`src/rtl/cpu_pkg.sv`:
```
// ============================================================================
// Module : cpu_pkg
// Brief  : Shared CPU constants, writeback buffer entry type, rd decode helper
// Rev    : 1.0
// ============================================================================
`default_nettype none

package cpu_pkg;

  localparam int REG_ADDR_W = 5;
  localparam int DATA_W     = 32;
  localparam int NREG       = 32;

  localparam logic PORT_ALU = 1'b0;
  localparam logic PORT_LD  = 1'b1;

  typedef struct packed {
    logic                  full;
    logic [REG_ADDR_W-1:0] rd;
    logic [DATA_W-1:0]     data;
  } wb_entry_t;

  // $0 decodes to an all-zero select so writes to it never reach the file
  function automatic logic [NREG-1:0] rd_onehot(input logic [REG_ADDR_W-1:0] rd);
    rd_onehot = '0;
    if (rd != '0) rd_onehot[rd] = 1'b1;
  endfunction

endpackage

`default_nettype wire

```
`src/rtl/rf_wb_buf.sv`:
```
// ============================================================================
// Module : rf_wb_buf
// Brief  : One-entry writeback input buffer with registered ready
// Rev    : 1.0
// ============================================================================
`default_nettype none

module rf_wb_buf
  import cpu_pkg::*;
(
  input  logic                  clk,
  input  logic                  rst_n,
  input  logic                  i_valid,
  input  logic [REG_ADDR_W-1:0] i_rd,
  input  logic [DATA_W-1:0]     i_data,
  input  logic                  i_grant,
  output logic                  o_ready,
  output logic                  o_full,
  output logic [REG_ADDR_W-1:0] o_rd,
  output logic [DATA_W-1:0]     o_data
);

  wb_entry_t r_entry;

  // Accept only while empty and grant only while full, so the two never collide
  always_ff @(posedge clk) begin
    if (!rst_n) begin
      r_entry <= '0;
    end else if (i_valid && !r_entry.full) begin
      r_entry.full <= 1'b1;
      r_entry.rd   <= i_rd;
      r_entry.data <= i_data;
    end else if (i_grant) begin
      r_entry.full <= 1'b0;
    end
  end

  assign o_ready = !r_entry.full;
  assign o_full  = r_entry.full;
  assign o_rd    = r_entry.rd;
  assign o_data  = r_entry.data;

endmodule

`default_nettype wire

```
`src/rtl/rf_wb_arbiter.sv`:
```
// ============================================================================
// Module : rf_wb_arbiter
// Brief  : Two-port register-file write arbiter with one-hot Dselect output.
//          RF_WB_ARB_RR_EN selects round-robin; otherwise port 0 has priority.
// Rev    : 1.0
// ============================================================================
`default_nettype none

module rf_wb_arbiter
  import cpu_pkg::*;
(
  input  logic                  clk,
  input  logic                  rst_n,
  input  logic                  req0_valid,
  output logic                  req0_ready,
  input  logic [REG_ADDR_W-1:0] req0_rd,
  input  logic [DATA_W-1:0]     req0_data,
  input  logic                  req1_valid,
  output logic                  req1_ready,
  input  logic [REG_ADDR_W-1:0] req1_rd,
  input  logic [DATA_W-1:0]     req1_data,
  output logic                  wb_we,
  output logic [NREG-1:0]       wb_Dselect,
  output logic [DATA_W-1:0]     wb_data,
  output logic                  wb_src
);

  logic                  w_full0, w_full1;
  logic [REG_ADDR_W-1:0] w_rd0, w_rd1;
  logic [DATA_W-1:0]     w_data0, w_data1;
  logic                  w_gnt0, w_gnt1;
  logic [REG_ADDR_W-1:0] w_sel_rd;
  logic [DATA_W-1:0]     w_sel_data;

  logic                  r_we;
  logic [NREG-1:0]       r_dsel;
  logic [DATA_W-1:0]     r_data;
  logic                  r_src;

  rf_wb_buf u_buf0 (
    .clk     (clk),
    .rst_n   (rst_n),
    .i_valid (req0_valid),
    .i_rd    (req0_rd),
    .i_data  (req0_data),
    .i_grant (w_gnt0),
    .o_ready (req0_ready),
    .o_full  (w_full0),
    .o_rd    (w_rd0),
    .o_data  (w_data0)
  );

  rf_wb_buf u_buf1 (
    .clk     (clk),
    .rst_n   (rst_n),
    .i_valid (req1_valid),
    .i_rd    (req1_rd),
    .i_data  (req1_data),
    .i_grant (w_gnt1),
    .o_ready (req1_ready),
    .o_full  (w_full1),
    .o_rd    (w_rd1),
    .o_data  (w_data1)
  );

`ifdef RF_WB_ARB_RR_EN
  logic r_ptr;

  // Pointer names the preferred port; it only matters when both are full
  always_comb begin
    w_gnt0 = w_full0 && (!w_full1 || !r_ptr);
    w_gnt1 = w_full1 && (!w_full0 ||  r_ptr);
  end

  always_ff @(posedge clk) begin
    if (!rst_n) begin
      r_ptr <= 1'b0;
    end else if (w_gnt0 || w_gnt1) begin
      r_ptr <= w_gnt0;
    end
  end
`else
  always_comb begin
    w_gnt0 = w_full0;
    w_gnt1 = w_full1 && !w_full0;
  end
`endif

  always_comb begin
    w_sel_rd   = w_gnt1 ? w_rd1   : w_rd0;
    w_sel_data = w_gnt1 ? w_data1 : w_data0;
  end

  always_ff @(posedge clk) begin
    if (!rst_n) begin
      r_we   <= 1'b0;
      r_dsel <= '0;
      r_data <= '0;
      r_src  <= PORT_ALU;
    end else if (w_gnt0 || w_gnt1) begin
      r_we   <= (w_sel_rd != '0);
      r_dsel <= rd_onehot(w_sel_rd);
      r_data <= w_sel_data;
      r_src  <= w_gnt1 ? PORT_LD : PORT_ALU;
    end else begin
      r_we   <= 1'b0;
      r_dsel <= '0;
    end
  end

  assign wb_we      = r_we;
  assign wb_Dselect = r_dsel;
  assign wb_data    = r_data;
  assign wb_src     = r_src;

endmodule

`default_nettype wire
```
`config.mk`:
```
export PLATFORM = sky130hd
export DESIGN_NAME = rf_wb_arbiter
export DESIGN_NICKNAME = d
export VERILOG_FILES = /design/src/rtl/cpu_pkg.sv /design/src/rtl/rf_wb_buf.sv /design/src/rtl/rf_wb_arbiter.sv
export SDC_FILE = /design/constraint.sdc
export NUM_CORES = 1
export LEC_CHECK = 0
export CORE_ASPECT_RATIO = 0.5
export CORE_UTILIZATION = 52
export CTS_CLUSTER_DIAMETER = 150
export DETAILED_ROUTE_END_ITERATION = 8
export GPL_ROUTABILITY_DRIVEN = 0
export PLACE_DENSITY = 0.95
export SYNTH_ARGS = -nofsm -noshare
export SYNTH_HDL_FRONTEND = slang
export SYNTH_SLANG_ARGS = --single-unit
```
`constraint.sdc`:
```
create_clock -name clk -period 3.6 [get_ports clk]
set_input_delay 0.54 -clock clk [delete_from_list [all_inputs] [get_ports clk]]
set_output_delay 0.54 -clock clk [all_outputs]
set_load 0.02 [all_outputs]
```
=== After elaboration in Yosys (flattened, before gate mapping) ===
Cells that the tools add are included.

* Output and inout bits: 68
* Flip-flop bits (word level): 142
* Bits of input ports: 78

* Reduce and logical (&&, ||, !) cells: 11
* Magnitude comparators: 2
* Multiplexer cells: 8

{| class="wikitable"
|+ Operator list
! cell !! number
|-
| 32-bit two-way mux || 1
|-
| 5-bit by 6-bit < comparator with 1-bit output (second input constant) || 1
|-
| 1-bit demux with 5-bit select || 1
|-
| 5-bit by 1-bit greater-or-equal comparator with 1-bit output (second input constant) || 1
|-
| 1-bit two-way mux || 5
|-
| 5-bit two-way mux || 1
|-
| 5-bit nonzero test || 1
|-
| 1-bit logical AND || 4
|-
| 3-bit AND reduction || 1
|-
| 1-bit zero test || 2
|-
| 2-bit AND reduction || 1
|-
| 2-bit nonzero test || 1
|-
| 1-bit logical OR || 1
|}

=== Depth between registers and ports, before layout ===
* Depth after elaboration: 7
* Depth in mapped cells: 6
* Mapped depth without buffers: 3

=== Modules after synthesis ===
From an unflattened synthesis, not the netlist that was laid out.

* Cell total of the unflattened synthesis: 619
* Area total of the unflattened synthesis: 5866.9 µm²

{| class="wikitable"
|+ Modules (own cells, without submodules)
! module !! instances !! seq. area each (µm²) !! cells each !! area an instance (µm²)
|-
| rf_wb_buf || 2 || 760.7 || 165 || 1546.5
|-
| rf_wb_arbiter || 1 || 1321.3 || 289 || 2773.9
|}

=== Least setup slack after synthesis ===
Ideal clock, no wire load.

* Path type: reg2out
* Start point: reg u_buf1.r_entry, in the netlist u_buf1.o_full
* End point: out req1_ready
* Stages on the path, launching flop included: 5
* Data required time: 3060 ps
* Slack: 2042 ps
* Arrival time: 1018 ps
* Cells stage by stage: dfxtp_1 buf_2 buf_4 buf_2 inv_1

* Longest elaborated chain between the ends: 1

{| class="wikitable"
|+ RTL lines
! item !! RTL line !! source
|-
| start: declaration || rf_wb_buf.sv:23 || <nowiki>wb_entry_t r_entry;</nowiki>
|-
| 1-bit zero test || rf_wb_buf.sv:38 || <nowiki>assign o_ready = !r_entry.full;</nowiki>
|-
| end: declaration || rf_wb_arbiter.sv:19 || <nowiki>output logic req1_ready,</nowiki>
|}

Every way passes these cells.

=== Final worst setup path ===
Same ends and word-level chain as after synthesis.

==> metrics <==
status=complete, no violations; synth top area cells=dfxtp_1 (52%), nand2_1 (12%), a21boi_0 (10%), mux2i_1 (6.6%), o211a_1 (6.0%); Total Wirelength=13,400 um; H-tree depth=4; FP Rows=26; Synth top cells by count=nand2_1 (181), dfxtp_1 (142), a21boi_0 (75), mux2i_1 (36), o211a_1 (33); Nets=788; met2 global-route usage=45.3%; Pleak=3.17 nW; Tcrit/Tclk final=78.2%; YS warnings=0; Critical path origin=u_buf1.o_full; Synth-to-Final Area Change=37.7%; Slew headroom=27.9%; fraction of layout cells with a size suffix above 1=6.50%; RSZ-0062 raised after global routing=no; unique cell type count in the Yosys netlist=31; initial antenna violation count=0; vias in the first global route=4,438; Setup WS post-layout=0.785 ns; post-synthesis simple-gate area fraction=18.4%; area leader, netlist=dfxtp_1; Sink Count=142; WS Path Type=reg2out; Worst-Skew Late Latency=0.41 ns; DP HPWL=8280 um; Compound-Gate Fraction of Synth Area=17.6%; pre-CTS WS=1.14 ns; mapped cell area=5480 sq um; met1 usage in global routing=28.0%; Pwr Density=521 nW/um^2; Clock Skews=0.00415 ns; M3 GR Usage=6.30%; initial drt markers=286; DRC=0; WHS=0.438 ns; Hold-fix buffers, CTS=0; buffers added on ports=145; Seq/Total Area, Yosys=51.8%; gr usage total=24.7%; syn_nets=664; largest net degree at the start of global routing=108; CTS tree=done; Max Clk Rate=0.355 GHz; HP Class=in2reg; vias per cell=5.32; Hold Crit Start=rst_n; largest family of logic cells by synthesized area=simple AND/OR/NAND/NOR gates; Hold Violations, Final=0; Root Driver=clkbuf_16; Synth Flop Type=dfxtp_1; CP peak stage delay=0.79 ns; CP cell instances=buf_4 -> inv_1 -> clkdlybuf4s50_1; Crit path arrival time=2.27 ns; gr ovfl total=0; maxcap violations=0; synthesized instance count=586; CP Launch Type=flip-flop; antenna-violating nets left=0; Num CTS Buffers=17; first-pass GRT wire length=21,000 um; Synth top area share=51.8%; core area=10,200 sq um; most common cell in the netlist=nand2_1; GR peak layer=met2; postcts setup bufs=0; drt first pass iters=5; element type at the critical path end=primary output; WL/cell=15.5 um; via count=4,594; area share of xor/xnor cells in the synthesized design=0%; post-synthesis adder-cell area fraction=0%; worst path bufs/invs=3; initial core utilization=53.7%; Worst VDD drop=0.000282 V; Worst Max-Slew Pin Slew=1.07 ns; Die Ht=74.6 um; post-CTS sizing=0; ant diodes=0; setup TNS=0 ns; Setup Viol. Count Final=0; Worst-path clk slew=0.06 ns; worst path required time=3.06 ns; Reg-to-Reg Start=u_buf1.o_full; Post-synth EDFFs=0; Die Area=11,000 sq um; Max clock buf depth=2; Ports=146; ys async rst share=0%; fillers=692; crit-path leading delay family=buffers and inverters; register bit total from synthesis=142; Final Max Tran Viols=0; slowest CP cell=dfxtp_2; syn avg cell area=9.36 sq um; mux contribution to synthesized area=7.53%; crit-path max FO=29; post-layout minimum cycle time=2.81 ns; Die W=147 um
cell families after synthesis:
logic type	Yosys count
AND/OR/NAND/NOR	231
flip-flops	142
AO/OA/AOI/OAI	119
buffers and inverters	53
multiplexers	40
other	1
stage by stage:
| step | std cells | total power [mW] | cell area, sq um | util (%) |
|---|---|---|---|---|
| 3_3_place_gp | 831 | 2.17 | 6940 | 68.0 |
| 2_1_floorplan | 586 | 1.98 | 5480 | - |
| 4_1_cts | 863 | 3.95 | 7550 | 73.9 |
| 3_5_place_dp | 831 | 2.18 | 6940 | 68.0 |
| 6_report | 863 | 3.94 | 7550 | 73.9 |
| 5_1_grt | 863 | 4.08 | 7550 | 73.9 |
registers in the layout (all words and copies together) (netlist names):
signal / count
u_buf0.o_rd: 5
wb_data: 32
u_buf1.o_rd: 5
wb_src: 1
wb_we: 1
u_buf0.o_full: 1
wb_Dselect: 32
u_buf0.o_data: 32
u_buf1.o_data: 32
u_buf1.o_full: 1
routing by layer:
layer	share of wire [%]	up-vias
met5	0	-
met4	2.3	0
met3	4.6	30
met2	51	120
met1	42	2192
li1	-	2252
layout by cell type (no fill, tap or decap), drive strengths merged, types with 2 or more instances in the layout:
cell type,count
nand2,181
clkdlybuf4s50,144
dfxtp,142
a21boi,75
mux2i,36
o211a,33
nor4,23
clkbuf,18
nor3,8
buf,8
a31oi,7
inv,6
clkinv,6
clkinvlp,5
nor4bb,4
mux2,4
nand2b,3
bufinv,3
o21ai,2
and4b,2
nor2,2
nor2b,2
worst reg2reg max path: cells and delay by family (launching register included):
kind            cells  cell delay [ns]
simple gates        2             0.76
buf+inv             2             0.71
flops               1             0.79
compound gates      1             0.21
path summary, 6_finish.rpt:
path                                          end  depth (start not counted)  slack (ns)
worst min register to register  u_buf0.o_data[12]                          2        0.46
worst max-delay path                   req1_ready                          3        0.79
worst min-delay path               u_buf0.o_rd[2]                          2        0.44
worst max register to register  u_buf1.o_data[23]                          5        1.04
power breakdown:
group / internal (mW) / leakage, nW / switching, mW
Clock: 1.11 / 0.284 / 0.673
Combinational: 0.224 / 1.72 / 0.221
Sequential: 1.65 / 1.16 / 0.0600
Total: 2.98 / 3.17 / 0.954
layout make-up:
cell class / count / area, sq um / share of cell area [%]
well taps: 140 / 175 / 2.32
multi-input cells: 391 / 2390 / 31.6
flip-flops and latches: 142 / 2840 / 37.7
inverters: 6 / 22.5 / 0.298
repair buffers: 152 / 1510 / 20.0
clock inverters: 14 / 169 / 2.24
clock buffers: 18 / 439 / 5.82
Note: power is estimated with default switching activity, not from simulation.
